## src/rtl/filtro_pkg.sv

```systemverilog
// -----------------------------------------------------------------------------
// filtro_pkg
// Shared definitions for the fk filter datapath.
//   N_DEF, F_DEF   : default sample width and fractional bits (Q(N-F).F)
//   state_t        : MAC sequencer states
//   sat_max/sat_min: saturation limits of an n-bit two's complement value
//   SAT_MAX_DEF/SAT_MIN_DEF : those limits for the default width
// -----------------------------------------------------------------------------
package filtro_pkg;

  localparam int N_DEF = 25;
  localparam int F_DEF = 16;

  typedef enum logic [2:0] {
    IDLE = 3'd0,
    MAC0 = 3'd1,
    MAC1 = 3'd2,
    MAC2 = 3'd3,
    SAT  = 3'd4
  } state_t;

  // Largest value representable in n-bit two's complement.
  function automatic longint sat_max(input int n);
    return (longint'(1) << (n - 1)) - 1;
  endfunction

  // Smallest value representable in n-bit two's complement.
  function automatic longint sat_min(input int n);
    return -(longint'(1) << (n - 1));
  endfunction

  localparam longint SAT_MAX_DEF = sat_max(N_DEF);
  localparam longint SAT_MIN_DEF = sat_min(N_DEF);

endpackage

```

## src/rtl/sat_fk.sv

```systemverilog
// -----------------------------------------------------------------------------
// sat_fk
// Combinational scale / round / saturate from the 2N+2-bit accumulator down
// to an N-bit Q(N-F).F sample.
//   acc      in  2N+2  signed accumulator
//   y_next   out N     scaled and clamped result
//   ovf_next out 1     high when the result was clamped
// Build option MAC_FILTRO_REDONDEO_EN: add half an LSB before the shift
// (round half up); otherwise the shift truncates toward minus infinity.
// -----------------------------------------------------------------------------
module sat_fk
  import filtro_pkg::*;
#(
  parameter int N = N_DEF,
  parameter int F = F_DEF
) (
  input  logic [2*N+1:0] acc,
  output logic [N-1:0]   y_next,
  output logic           ovf_next
);

  localparam int AW = 2 * N + 2;
  localparam logic signed [AW-1:0] MAXV = AW'(sat_max(N));
  localparam logic signed [AW-1:0] MINV = AW'(sat_min(N));

  logic signed [AW-1:0] rounded;
  logic signed [AW-1:0] scaled;

`ifdef MAC_FILTRO_REDONDEO_EN
  localparam logic signed [AW-1:0] HALF = AW'(longint'(1) << (F - 1));
  // Headroom of the accumulator guarantees this addition cannot wrap.
  assign rounded = $signed(acc) + HALF;
`else
  assign rounded = $signed(acc);
`endif

  assign scaled = rounded >>> F;

  // Clamp anything that does not fit in N bits after scaling.
  always_comb begin
    y_next   = scaled[N-1:0];
    ovf_next = 1'b0;
    if (scaled > MAXV) begin
      y_next   = MAXV[N-1:0];
      ovf_next = 1'b1;
    end else if (scaled < MINV) begin
      y_next   = MINV[N-1:0];
      ovf_next = 1'b1;
    end
  end

endmodule

```

## src/rtl/mac_filtro_fk.sv

```systemverilog
// -----------------------------------------------------------------------------
// mac_filtro_fk
// Three-tap multiply-accumulate y = b0*fk + b1*fk_1 + b2*fk_2 using a single
// shared multiplier over three cycles, followed by scale and saturation.
//   clk, rst_n          clock, asynchronous active-low reset
//   start               one-cycle request; ignored while busy
//   fk, fk_1, fk_2      samples (signed N bits), snapshotted on accept
//   b0, b1, b2          coefficients (signed N bits), snapshotted on accept
//   y                   saturated result, held between done pulses
//   done                one-cycle strobe when y is updated
//   busy                computation in flight
//   ovf                 result was clamped (meaningful with done)
// Build option MAC_FILTRO_REDONDEO_EN selects round-half-up scaling in sat_fk.
// -----------------------------------------------------------------------------
module mac_filtro_fk
  import filtro_pkg::*;
#(
  parameter int N = N_DEF,
  parameter int F = F_DEF
) (
  input  logic         clk,
  input  logic         rst_n,
  input  logic         start,
  input  logic [N-1:0] fk,
  input  logic [N-1:0] fk_1,
  input  logic [N-1:0] fk_2,
  input  logic [N-1:0] b0,
  input  logic [N-1:0] b1,
  input  logic [N-1:0] b2,
  output logic [N-1:0] y,
  output logic         done,
  output logic         busy,
  output logic         ovf
);

  localparam int AW = 2 * N + 2;

  state_t state, next_state;

  logic [N-1:0]          op_f0, op_f1, op_f2;
  logic [N-1:0]          op_b0, op_b1, op_b2;
  logic signed [AW-1:0]  acc;
  logic signed [N-1:0]   mul_a, mul_b;
  logic signed [2*N-1:0] prod;
  logic [N-1:0]          y_next;
  logic                  ovf_next;

  // Sequencer: one tap per MAC state, then one cycle to publish the result.
  always_comb begin
    next_state = state;
    case (state)
      IDLE:    if (start) next_state = MAC0;
      MAC0:    next_state = MAC1;
      MAC1:    next_state = MAC2;
      MAC2:    next_state = SAT;
      SAT:     next_state = IDLE;
      default: next_state = IDLE;
    endcase
  end

  // Operand select for the shared multiplier.
  always_comb begin
    mul_a = $signed(op_f0);
    mul_b = $signed(op_b0);
    case (state)
      MAC1: begin
        mul_a = $signed(op_f1);
        mul_b = $signed(op_b1);
      end
      MAC2: begin
        mul_a = $signed(op_f2);
        mul_b = $signed(op_b2);
      end
      default: ;
    endcase
  end

  assign prod = mul_a * mul_b;

  sat_fk #(.N(N), .F(F)) u_sat (
    .acc      (acc),
    .y_next   (y_next),
    .ovf_next (ovf_next)
  );

  // State, operand snapshot, accumulator and registered outputs.
  always_ff @(posedge clk or negedge rst_n) begin
    if (!rst_n) begin
      state <= IDLE;
      op_f0 <= '0;
      op_f1 <= '0;
      op_f2 <= '0;
      op_b0 <= '0;
      op_b1 <= '0;
      op_b2 <= '0;
      acc   <= '0;
      y     <= '0;
      done  <= 1'b0;
      busy  <= 1'b0;
      ovf   <= 1'b0;
    end else begin
      state <= next_state;
      done  <= 1'b0;
      busy  <= (next_state != IDLE);
      case (state)
        IDLE: begin
          if (start) begin
            op_f0 <= fk;
            op_f1 <= fk_1;
            op_f2 <= fk_2;
            op_b0 <= b0;
            op_b1 <= b1;
            op_b2 <= b2;
            acc   <= '0;
          end
        end
        MAC0, MAC1, MAC2: begin
          acc <= acc + {{2{prod[2*N-1]}}, prod};
        end
        SAT: begin
          y    <= y_next;
          ovf  <= ovf_next;
          done <= 1'b1;
        end
        default: ;
      endcase
    end
  end

endmodule

```

## config.mk

```make
export PLATFORM = sky130hd
export DESIGN_NAME = mac_filtro_fk
export DESIGN_NICKNAME = d
export VERILOG_FILES = /design/src/rtl/filtro_pkg.sv /design/src/rtl/sat_fk.sv /design/src/rtl/mac_filtro_fk.sv
export SDC_FILE = /design/constraint.sdc
export NUM_CORES = 2
export LEC_CHECK = 0
export CAP_MARGIN = 30
export CORE_UTILIZATION = 57
export CTS_BUF_LIST = sky130_fd_sc_hd__clkbuf_16
export CTS_CLUSTER_SIZE = 40
export DETAILED_ROUTE_END_ITERATION = 8
export PLACE_DENSITY = 0.75
export RECOVER_POWER = 50
export SYNTH_ARGS = -nofsm -noshare
export SYNTH_HDL_FRONTEND = slang
export SYNTH_SLANG_ARGS = --single-unit
```

## constraint.sdc

```tcl
create_clock -name clk -period 9.3 [get_ports clk]
set_input_delay 1.395 -clock clk [delete_from_list [all_inputs] [get_ports clk]]
set_output_delay 1.395 -clock clk [all_outputs]
set_load 0.02 [all_outputs]
```

==> flow_summary.json <==
{
  "syn_area_um2": 34700,
  "diodes": 0,
  "hp-start": "ovf$_DFFE_PN0P_",
  "grtUsageTotal_pct": 32.6,
  "endpoint_kind": "register",
  "pin_count": 181,
  "drc": 0,
  "hold_class": "register to register",
  "cts_buffer_depth": 3,
  "final_hold_viol_count": 0,
  "wl_per_cell_um": 19.7,
  "grt_overflow": 0,
  "worstSkewPairLatency_ns": 0.59,
  "yosys.area.top_type": "fa_1",
  "core_um2": 60200,
  "dr.first_iter.drc_count": 2254,
  "via_per_inst": 5.61,
  "start_util_pct": 57.6,
  "slew_headroom_pct": 42.0,
  "n_fill_cell": 4319,
  "worst_path_dominant_cell_family": "adder cells",
  "netlist_instances": 3686,
  "nNetsFinal": 5249,
  "grt_max_degree": 84,
  "synth_edf_count": 0,
  "grt_pass1_wl_mm": 158,
  "cts.sinks": 233,
  "rows": 90,
  "cp.arrival_ns": 10.09,
  "start_kind": "register",
  "grt_pass1_vias": 30000,
  "antenna_found_initial": 1,
  "synth_top_area_share_pct": 38.0,
  "drive_gt1_share_pct": 20.6,
  "yosysMostFrequentCell": "inv_1",
  "path_buf_inv": 8,
  "syn_nets": 4693,
  "rsz0062_at_grt": "yes",
  "cp_common_cell": "fa_1",
  "place_ws_ns": -0.640,
  "ctsHtreeMaxLevel": 1,
  "yosys-top-cells-area": "fa_1 (38%), dfrtp_1 (17%), inv_1 (7.5%)",
  "synthTopCellsByCount": "inv_1 (696), fa_1 (659), nand2_1 (440), nor2_1 (382), dfrtp_1 (233)",
  "final.setup_skew_ns": 0.0151,
  "critPathLaunch": "state[0]$_DFF_PN0_",
  "root_buffer": "clkbuf_16",
  "yosysUniqueCellTypes": 68,
  "finalCriticalPeriod_ns": 9.66,
  "die_h_um": 249,
  "die-area_um2": 61900,
  "maxSlewViolCount": 0,
  "slowest_stage": "fa_1",
  "required_ns": 9.73,
  "fmax_mhz": 104,
  "status": "complete, but fails checks",
  "finalSetupViolations": 11,
  "synth_ff_type": "dfrtp_1",
  "async_flop_share_pct": 100,
  "regToRegStartpoint": "state[0]$_DFF_PN0_",
  "port_buffers": 180,
  "wirelength_mm": 99.6,
  "crit_type": "register to register",
  "critPathMaxStageDelay_ns": 0.58,
  "finalSetupTns_ns": -1.52,
  "num_vias": 28300,
  "dp.cells": 4958,
  "tightestPinTransition_ns": 0.870,
  "fin_ws_ns": -0.355,
  "violations": "negative setup slack",
  "finalCritPeriodShare_pct": 104,
  "ys_ff_latch": 233,
  "ant_nets": 0,
  "numCtsBuffers": 27,
  "yosysWarnings": 0,
  "drt_pre_antenna_iters": 6,
  "dieWidth_um": 249,
  "gp_congestion": 0.998,
  "dpl.hpwl_mm": 81.5,
  "cap_violations": 0,
  "hold_buffers": 0,
  "clkTransAtPathRegs_ns": 0.06,
  "syn_to_final_growth_pct": 23.6,
  "fin_cells": 5043,
  "crit_fanout": 7,
  "yosysSeqAreaShare_pct": 16.8,
  "syn_avg_cell_area_um2": 9.42,
  "cts_tree": "yes"
}
[worst register-to-register path, delay by kind of cell, from the launching register on]
kind / cells / cell delay, ns
AOI/OAI and AO/OA: 13 / 2.32
xor gates and xnor gates: 2 / 0.31
adders and majority gates: 9 / 4.15
buffers and inverters: 8 / 0.85
DFF: 1 / 0.57
muxes: 1 / 0.20
and+or+nand+nor: 5 / 1.10
[final cells by class]
cell class | count | area (µm²) | area share [%]
Multi-Input combinational cell | 2600 | 26500 | 61.8
Timing Repair Buffer | 683 | 6070 | 14.1
Sequential cell | 233 | 5830 | 13.6
Inverter | 697 | 2620 | 6.09
Tap cell | 782 | 978 | 2.28
Clock buffer | 27 | 676 | 1.57
Clock inverter | 21 | 226 | 0.528
[per-stage QoR]
| step | hold slack (ns) | util [%] | area (µm²) |
|---|---|---|---|
| 6_report | 0.472 | 71.3 | 42900 |
| 2_1_floorplan | 0.455 | - | 34900 |
| 3_3_place_gp | 0.458 | 67.7 | 40800 |
| 5_1_grt | 0.508 | 71.3 | 42900 |
| 3_5_place_dp | 0.464 | 67.8 | 40800 |
| 4_1_cts | 0.479 | 70.1 | 42200 |
[cells by family (layout without fill, tap and decap cells)]
kind of cell | count (synthesis) | count (layout) | synth area share [%]
buf+inv | 853 | 1428 | 9.23
mux | 202 | 202 | 6.37
flops | 233 | 233 | 16.8
fa+ha+maj | 854 | 854 | 45.0
compound gates | 490 | 490 | 8.85
xor+xnor | 102 | 102 | 2.57
simple gates | 952 | 952 | 11.2
[worst paths after layout]
kind / endpoint / slack [ns] / cells past startpoint
min: ovf$_DFFE_PN0P_ / 0.47 / 2
min in group asynchronous: acc[0]$_DFFE_PN0P_ / 0.75 / 1
max in group asynchronous: acc[44]$_DFFE_PN0P_ / 7.47 / 3
max reg2reg: acc[47]$_DFFE_PN0P_ / -0.36 / 38
max: acc[47]$_DFFE_PN0P_ / -0.36 / 38
min reg2reg: ovf$_DFFE_PN0P_ / 0.47 / 2
[per-layer routing]
metal	GRT usage [%]	wire length [µm]	up-vias
li1	-	-	12500
met5	0	0	-
met4	18.3	6680	0
met2	55.1	49900	1188
met1	40.1	35900	14200
met3	5.20	7160	366
[sequential cells by signal, summed over array words and instances (netlist names), 3 cells and up]
name and cells:
acc 52, op_b0 25, op_b1 25, op_b2 25, op_f0 25, op_f1 25, op_f2 25, y 25
state 3
[layout by cell type (no fill, tap or decap), drive strengths merged, types with 6 or more instances in the layout]
master,Yosys,layout
inv,696,706
fa,659,659
buf,8,502
nand2,440,440
nor2,382,382
dfrtp,233,233
ha,195,195
o21ai,186,186
clkdlybuf4s50,0,179
mux2,151,151
a21oi,102,102
xnor2,67,67
o21a,56,56
mux2i,51,51
a21o,47,47
xor2,35,35
clkbuf,148,27
o21bai,21,21
nand3,21,21
nand4,15,15
nor2b,14,14
nand2b,14,14
and3,13,13
and2,11,11
or2,11,11
a31oi,11,11
a211oi,10,10
nor3,10,10
clkinv,1,8
a21boi,6,6
o31ai,6,6
[repair_timing]
action,in CTS,in global routing
buffers inserted,14,19
pin swaps,55,42
setup endpoints to repair,15,25
gates resized for setup,78,125
gates cloned,2,0
Power is not shown: default switching activity piles up to over one toggle a cycle in this logic, so the estimate is an artifact.
